<file path="config.mk">
export PLATFORM = sky130hd
export DESIGN_NAME = llc_input_sched_flat
export DESIGN_NICKNAME = d
export VERILOG_FILES = /design/src/rtl/llc_input_sched_if.sv /design/src/rtl/llc_input_sched.sv /design/src/flat_wrapper.sv
export SDC_FILE = /design/constraint.sdc
export NUM_CORES = 1
export LEC_CHECK = 0
export ABC_AREA = 0
export CAP_MARGIN = 20
export CELL_PAD_IN_SITES_DETAIL_PLACEMENT = 1
export CELL_PAD_IN_SITES_GLOBAL_PLACEMENT = 1
export CORE_UTILIZATION = 36
export DETAILED_ROUTE_END_ITERATION = 10
export GPL_ROUTABILITY_DRIVEN = 1
export PLACE_DENSITY_LB_ADDON = 0.08
export SLEW_MARGIN = 20
export SYNTH_ARGS = -nofsm -noshare
export SYNTH_HDL_FRONTEND = slang
export SYNTH_SLANG_ARGS = --single-unit
</file>
<file path="constraint.sdc">
create_clock -name clk -period 2.07 [get_ports clk]
set_input_delay 0.3105 -clock clk [delete_from_list [all_inputs] [get_ports clk]]
set_output_delay 0.3105 -clock clk [all_outputs]
set_load 0.02 [all_outputs]
</file>
<file path="src/rtl/llc_input_sched_if.sv">
// Handshake bundle between the LLC input queues, the input scheduler and the decode stage.
// The scheduler uses the slave modport; the queue/decode side uses master.
interface llc_input_sched_if;
    logic       rst_tb_valid;
    logic       rsp_valid;
    logic       req_valid;
    logic       dma_valid;
    logic       dma_burst;
    logic       dma_last;
    logic       req_stall;
    logic       out_ready;
    logic       grant_valid;
    logic [3:0] grant;
    logic [3:0] pop;
    logic       locked;
    logic [1:0] promoted;

    modport master (
        output rst_tb_valid, rsp_valid, req_valid, dma_valid,
        output dma_burst, dma_last, req_stall, out_ready,
        input  grant_valid, grant, pop, locked, promoted
    );

    modport slave (
        input  rst_tb_valid, rsp_valid, req_valid, dma_valid,
        input  dma_burst, dma_last, req_stall, out_ready,
        output grant_valid, grant, pop, locked, promoted
    );
endinterface

</file>
<file path="src/rtl/llc_input_sched.sv">
// Registered scheduler for the LLC input channels {dma,req,rsp,rst_tb} with req/dma aging and DMA burst lock.
// Optional grant/wait statistics are built when LLC_SCHED_STATS_EN is defined.
module llc_input_sched #(
    parameter  int STARVE_LIMIT = 8,
    localparam int AGE_W        = $clog2(STARVE_LIMIT + 1)
) (
    input  logic                clk,
    input  logic                rst,
    llc_input_sched_if.slave    bus
`ifdef LLC_SCHED_STATS_EN
    ,
    input  logic                stats_clr,
    output logic [127:0]        stats_grants,
    output logic [15:0]         stats_max_wait
`endif
);

    localparam logic [AGE_W-1:0] AGE_LIM = AGE_W'(STARVE_LIMIT);

    typedef enum logic [1:0] {
        S_IDLE       = 2'd0,
        S_GRANT      = 2'd1,
        S_LOCK       = 2'd2,
        S_LOCK_GRANT = 2'd3
    } state_t;

    state_t           state_r;
    logic             grant_valid_r;
    logic [3:0]       grant_r;
    logic             locked_r;
    logic [AGE_W-1:0] age_req_r;
    logic [AGE_W-1:0] age_dma_r;

    logic             accept_s;
    logic             acc_req_s;
    logic             acc_dma_s;
    logic             elig_req_cur_s;
    logic             elig_dma_cur_s;
    logic             lock_next_s;
    logic             nel_rt_s;
    logic             nel_rsp_s;
    logic             nel_req_s;
    logic             nel_dma_s;
    logic             prom_req_s;
    logic             prom_dma_s;
    logic [3:0]       pick_s;
    logic             any_s;
    logic [3:0]       pop_s;

    // Saturating age update shared by req and dma.
    function automatic logic [AGE_W-1:0] age_step(input logic [AGE_W-1:0] age,
                                                 input logic             valid,
                                                 input logic             acc,
                                                 input logic             elig);
        if (!valid || acc) begin
            age_step = {AGE_W{1'b0}};
        end else if (elig && (age != AGE_LIM)) begin
            age_step = age + AGE_W'(1);
        end else begin
            age_step = age;
        end
    endfunction

    assign accept_s       = grant_valid_r & bus.out_ready;
    assign acc_req_s      = accept_s & grant_r[2];
    assign acc_dma_s      = accept_s & grant_r[3];
    assign pop_s          = grant_r & {4{accept_s}};
    assign elig_req_cur_s = bus.req_valid & ~bus.req_stall & ~locked_r;
    assign elig_dma_cur_s = bus.dma_valid & (locked_r | ~bus.req_stall);

    // Lock state that applies to the next arbitration: entered by an accepted first burst beat, left by the last.
    always_comb begin
        lock_next_s = locked_r;
        if (acc_dma_s) begin
            if (locked_r) begin
                lock_next_s = ~bus.dma_last;
            end else begin
                lock_next_s = bus.dma_burst & ~bus.dma_last;
            end
        end else begin
            lock_next_s = locked_r;
        end
    end

    assign nel_rt_s  = bus.rst_tb_valid & ~lock_next_s;
    assign nel_rsp_s = bus.rsp_valid;
    assign nel_req_s = bus.req_valid & ~bus.req_stall & ~lock_next_s;
    assign nel_dma_s = bus.dma_valid & (lock_next_s | ~bus.req_stall);
    // A requester accepted this cycle has its age cleared, so its stale promotion must not win again.
    assign prom_req_s = (age_req_r == AGE_LIM) & ~acc_req_s & nel_req_s;
    assign prom_dma_s = (age_dma_r == AGE_LIM) & ~acc_dma_s & nel_dma_s;

    // Fixed-priority pick with promoted requesters ahead of plain req/dma.
    always_comb begin
        pick_s = 4'b0000;
        if (nel_rt_s) begin
            pick_s = 4'b0001;
        end else if (nel_rsp_s) begin
            pick_s = 4'b0010;
        end else if (prom_req_s && prom_dma_s) begin
            pick_s = (age_dma_r > age_req_r) ? 4'b1000 : 4'b0100;
        end else if (prom_req_s) begin
            pick_s = 4'b0100;
        end else if (prom_dma_s) begin
            pick_s = 4'b1000;
        end else if (nel_req_s) begin
            pick_s = 4'b0100;
        end else if (nel_dma_s) begin
            pick_s = 4'b1000;
        end else begin
            pick_s = 4'b0000;
        end
    end

    assign any_s = |pick_s;

    // Scheduler FSM: loads a new grant when idle or on accept, otherwise holds the presented grant.
    always_ff @(posedge clk or negedge rst) begin
        if (!rst) begin
            state_r       <= S_IDLE;
            grant_valid_r <= 1'b0;
            grant_r       <= 4'b0000;
            locked_r      <= 1'b0;
        end else begin
            case (state_r)
                S_IDLE, S_LOCK: begin
                    grant_valid_r <= any_s;
                    grant_r       <= pick_s;
                    locked_r      <= lock_next_s;
                    state_r       <= any_s ? (lock_next_s ? S_LOCK_GRANT : S_GRANT)
                                           : (lock_next_s ? S_LOCK : S_IDLE);
                end
                S_GRANT, S_LOCK_GRANT: begin
                    if (accept_s) begin
                        grant_valid_r <= any_s;
                        grant_r       <= pick_s;
                        locked_r      <= lock_next_s;
                        state_r       <= any_s ? (lock_next_s ? S_LOCK_GRANT : S_GRANT)
                                               : (lock_next_s ? S_LOCK : S_IDLE);
                    end
                end
                default: begin
                    state_r       <= S_IDLE;
                    grant_valid_r <= 1'b0;
                    grant_r       <= 4'b0000;
                    locked_r      <= 1'b0;
                end
            endcase
        end
    end

    // Age counters for the two starvation-protected requesters.
    always_ff @(posedge clk or negedge rst) begin
        if (!rst) begin
            age_req_r <= {AGE_W{1'b0}};
            age_dma_r <= {AGE_W{1'b0}};
        end else begin
            age_req_r <= age_step(age_req_r, bus.req_valid, acc_req_s, elig_req_cur_s);
            age_dma_r <= age_step(age_dma_r, bus.dma_valid, acc_dma_s, elig_dma_cur_s);
        end
    end

    assign bus.grant_valid = grant_valid_r;
    assign bus.grant       = grant_r;
    assign bus.pop         = pop_s;
    assign bus.locked      = locked_r;
    assign bus.promoted    = {age_dma_r == AGE_LIM, age_req_r == AGE_LIM};

`ifdef LLC_SCHED_STATS_EN
    logic [31:0] cnt_r [4];
    logic [15:0] max_wait_r;
    logic [15:0] max_age_s;

    assign max_age_s = (age_dma_r > age_req_r) ? 16'(age_dma_r) : 16'(age_req_r);

    // Per-channel accept counters and worst observed age, cleared by stats_clr.
    always_ff @(posedge clk or negedge rst) begin
        if (!rst) begin
            for (int i = 0; i < 4; i++) begin
                cnt_r[i] <= 32'd0;
            end
            max_wait_r <= 16'd0;
        end else if (stats_clr) begin
            for (int i = 0; i < 4; i++) begin
                cnt_r[i] <= 32'd0;
            end
            max_wait_r <= 16'd0;
        end else begin
            for (int i = 0; i < 4; i++) begin
                if (pop_s[i]) begin
                    cnt_r[i] <= cnt_r[i] + 32'd1;
                end
            end
            if (max_age_s > max_wait_r) begin
                max_wait_r <= max_age_s;
            end
        end
    end

    assign stats_grants   = {cnt_r[3], cnt_r[2], cnt_r[1], cnt_r[0]};
    assign stats_max_wait = max_wait_r;
`endif

endmodule
</file>
<file path="src/flat_wrapper.sv">
// flat-port wrapper written by rule: the top's interface ports become plain ports
module llc_input_sched_flat 
#(
    parameter  int STARVE_LIMIT = 8,
    localparam int AGE_W        = $clog2(STARVE_LIMIT + 1)
)
  (clk, rst, bus_rst_tb_valid, bus_rsp_valid, bus_req_valid, bus_dma_valid, bus_dma_burst, bus_dma_last, bus_req_stall, bus_out_ready, bus_grant_valid, bus_grant, bus_pop, bus_locked, bus_promoted);
  llc_input_sched_if bus_i ();
  input  logic clk;
  input  logic rst;
  input wire logic [$bits(bus_i.rst_tb_valid)-1:0] bus_rst_tb_valid;
  input wire logic [$bits(bus_i.rsp_valid)-1:0] bus_rsp_valid;
  input wire logic [$bits(bus_i.req_valid)-1:0] bus_req_valid;
  input wire logic [$bits(bus_i.dma_valid)-1:0] bus_dma_valid;
  input wire logic [$bits(bus_i.dma_burst)-1:0] bus_dma_burst;
  input wire logic [$bits(bus_i.dma_last)-1:0] bus_dma_last;
  input wire logic [$bits(bus_i.req_stall)-1:0] bus_req_stall;
  input wire logic [$bits(bus_i.out_ready)-1:0] bus_out_ready;
  output wire logic [$bits(bus_i.grant_valid)-1:0] bus_grant_valid;
  output wire logic [$bits(bus_i.grant)-1:0] bus_grant;
  output wire logic [$bits(bus_i.pop)-1:0] bus_pop;
  output wire logic [$bits(bus_i.locked)-1:0] bus_locked;
  output wire logic [$bits(bus_i.promoted)-1:0] bus_promoted;
  assign bus_i.rst_tb_valid = bus_rst_tb_valid;
  assign bus_i.rsp_valid = bus_rsp_valid;
  assign bus_i.req_valid = bus_req_valid;
  assign bus_i.dma_valid = bus_dma_valid;
  assign bus_i.dma_burst = bus_dma_burst;
  assign bus_i.dma_last = bus_dma_last;
  assign bus_i.req_stall = bus_req_stall;
  assign bus_i.out_ready = bus_out_ready;
  assign bus_grant_valid = bus_i.grant_valid;
  assign bus_grant = bus_i.grant;
  assign bus_pop = bus_i.pop;
  assign bus_locked = bus_i.locked;
  assign bus_promoted = bus_i.promoted;
  llc_input_sched #(.STARVE_LIMIT(STARVE_LIMIT)) u_core (.clk(clk), .rst(rst), .bus(bus_i));
endmodule
</file>
==> key figures <==
Drt
  – Met2 WL: roughly 1.1 mm
  – Via-per-instance ratio: slightly above 5
  – Vias: slightly below 800
  – WL met3: 72 um
  – Routed wire length: roughly 2.1 mm
  – 1st-iter DRT viols: 1
  – Pre-antenna DRT Iters: 4
  – Top Metal Used: met4
  – Met1 WL: ~920 um
  – Residual DRC: 0
  – WL/cell: around 14 um
  – Final antenna-violating net count: 0

Synth
  – Syn Area/Cell: just over 9 um2
  – Largest area contributor in the synthesized netlist: dfrtp_1
  – Mapped Area: ~900 um2
  – Synth warn: 0
  – Post-Synth Adder-Cell Area: between 10 and 15%
  – Synth area leaders: dfrtp_1 (39%), ha_1 (11%), inv_1 (4.6%)
  – Post-synthesis mux area share: under 10%
  – Post-synthesis compound-gate area fraction: 11.7%
  – Top FF cell, synth: dfrtp_1
  – Post-synthesis sequential area ratio: between 30% and 40%
  – Most instantiated cells after synthesis: dfrtp_1 (14), inv_1 (11), nand2_1 (10), nor2_1 (9), ha_1 (8)
  – Synth Net Count: between 100 and 150
  – Simple-Gate Fraction of Synth Area: approximately 23%
  – Count leader, synth: dfrtp_1
  – Synth Area in XOR/XNOR: 5.86%
  – Asr flop ratio synth: 100%
  – Count of cell types in the netlist: 31
  – Yosys top cell area share: roughly 39%
  – Post-synth EDFFs: 0
  – FF+latch count, synth: 14
  – Post-Synthesis Cells: 98
  – Main combinational cell family by area after synthesis: simple AND/OR/NAND/NOR gates

Power and ir drop
  – Power Dens Cells: ~830 mW/mm2
  – Switching pwr: 359 uW
  – Power Internal: between 600 and 700 uW
  – Peak supply drop: about 380 uV
  – LEAKAGE: ~0.0006 uW
  – Post-layout total power: approximately 990 uW
  – Reg power frac: approximately 39%
  – Gate power share: between 40% and 50%
  – Sw Share: 36.5%
  – Clock power share: around a fifth

Clocking
  – Htree depth: 1
  – CTS tree: done
  – Worst-skew pair later-pin latency: between 0.2 and 0.3 ns
  – Cts hold-fix bufs: 0
  – CTS root buf: clkbuf_4
  – Clock transition at the registers of the reported paths: 0.09 ns
  – Num CTS Buffers: 3
  – # clock sinks: 14
  – CTS Buffer Depth: 2
  – Setup Fix Bufs, Post-CTS: 0

STA
  – Setup Skew: approximately 0.0020 ns
  – Slew @ Worst Pin: 0.671 ns
  – Slew Limit Fails: 0
  – Final setup fails: 0
  – Fmax: 499 MHz
  – Period utilization: a little over nine tenths
  – RSZ-0062 raised after global routing: false
  – Final hold vios: 0
  – Crit path time final: 2.01 ns
  – Max_slew headroom: a little under three fifths
  – Setup TNS: 0 ns

Final layout
  – Share of cells above drive strength 1: roughly 12%
  – Number of filler instances in the final layout: 280
  – Final nets: 142
  – Diodes inserted: 0
  – Final Util: slightly above 50%
  – Area grow syn2layout: 31.7%

Critical path
  – Crit-path slowest cell: clkdlybuf4s50_1
  – Type of origin of the critical path: input pin
  – Worst-path fanout max: 7
  – Cells on worst reg2reg path: 7
  – Worst EP arrival: 1.70 ns
  – Critical Path Sink Type: output port
  – WP data required: roughly 1.8 ns
  – Crit-path cells: clkdlybuf4s50_1 -> and3_2 -> clkdlybuf4s50_1
  – WS Path Type: input pin to output port
  – Most used cell, CP: clkdlybuf4s50_1
  – Max incr delay on CP: slightly below 0.6 ns

Place
  – Routability congestion estimate: roughly 0.74
  – Post-DP HPWL: approximately 1.7 mm
  – Port Buffers: 21

Die
  – Die Y: 51.9 um
  – Core ar.: 0.00228 mm2
  – Initial Utilization: 39.4%
  – IO Pins: 22
  – Die Area: roughly 0.0027 mm2
  – Width of the die: between 50 and 60 um
  – Rows: 17

Run status
  – Status: complete, no violations

GRT
  – Largest net degree at the start of global routing: 15
  – Global-route wire length before repair: between 3 and 4 mm
  – GRT overflow: 0
  – GRT Total Usage: about 18%
  – Initial antenna violation count: 0
  – Number of global-route vias before repair: 785

Min path
  – Worst min-delay path category: input pin to asynchronous set/reset pin

Run
  – Max-cap violations: 0
==> path summary, 6_finish.rpt <==
| kind | to | start | slack (ns) |
|---|---|---|---|
| min | u_core.bus.grant[0] | rst | 0.44 |
| max in group asynchronous | u_core.age_dma_r[2] | rst | 1.21 |
| min reg2reg | u_core.bus.grant[0] | u_core.bus.grant[0] | 0.52 |
| max | bus_pop[0] | bus_out_ready | 0.06 |
| min in group clk | u_core.bus.grant[0] | u_core.bus.grant[0] | 0.52 |
| max reg2reg | u_core.age_dma_r[3] | u_core.age_dma_r[0] | 0.26 |
==> metrics by stage <==
stage               cell area (um2)  setup WS [ns]  cells  hold slack (ns)
CTS                            1180         0.0273    151            0.464
detailed placement             1140         0.0395    147            0.502
finish                         1180         0.0643    151            0.436
floorplan                       897          0.430     98           0.0149
global placement               1140         0.0497    147            0.491
global route                   1180         0.0158    151            0.486
==> cell families after synthesis <==
| logic type | Yosys count |
|---|---|
| mux | 2 |
| xor+xnor | 6 |
| compound gates | 15 |
| flops | 14 |
| fa+ha+maj | 8 |
| buf+inv | 15 |
| simple gates | 38 |
==> timing repair <==
item                                    4_1_cts  5_1_grt
endpoints found under the setup margin        2        2
hold endpoints to repair                      0        0
resized for setup                             2        2
cloned                                        0        0
==> cell usage in the layout, fill, tap and decap left out, types with 4 or more instances in the layout <==
cell type | netlist | final
clkdlybuf4s50_1 | 0 | 17
nand3_1 | 4 | 4
inv_1 | 11 | 11
nand2_1 | 10 | 10
ha_1 | 8 | 8
nor2_1 | 9 | 9
xnor2_1 | 4 | 4
dfrtp_1 | 14 | 14
==> critical path: cells and delay by family <==
| family | cells | cell delay [ns] |
|---|---|---|
| buffers and inverters | 2 | 1.18 |
| AND/OR/NAND/NOR | 1 | 0.21 |
==> state kept, by name, indices dropped and copies added, names as in the netlist <==
register	flops
u_core.age_req_r	4
u_core.bus.locked	1
u_core.state_r	1
u_core.age_dma_r	4
u_core.bus.grant	4
==> layer usage <==
layer	up-vias	track usage [%]
met5	-	0
met4	0	5.41
met3	2	3.51
met2	12	32.5
met1	378	22.1
li1	384	-
==> area by class of cell <==
type                            count  area (um2)  area share [%]
Sequential cell                    14         350            29.7
Clock buffer                        4        36.3            3.07
Multi-Input combinational cell     69         483            40.9
Timing Repair Buffer               23         228            19.3
Tap cell                           28        35.0            2.97
Inverter                           13        48.8            4.13
==> power groups by stage <==
stage	Sequential (uW)	Combinational, uW	Clock (uW)
6_report	381	408	197
5_1_grt	392	459	217
4_1_cts	382	416	208
3_5_place_dp	387	412	0
3_3_place_gp	386	403	0
2_1_floorplan	408	227	0
Power figures use the tool's default switching activity.
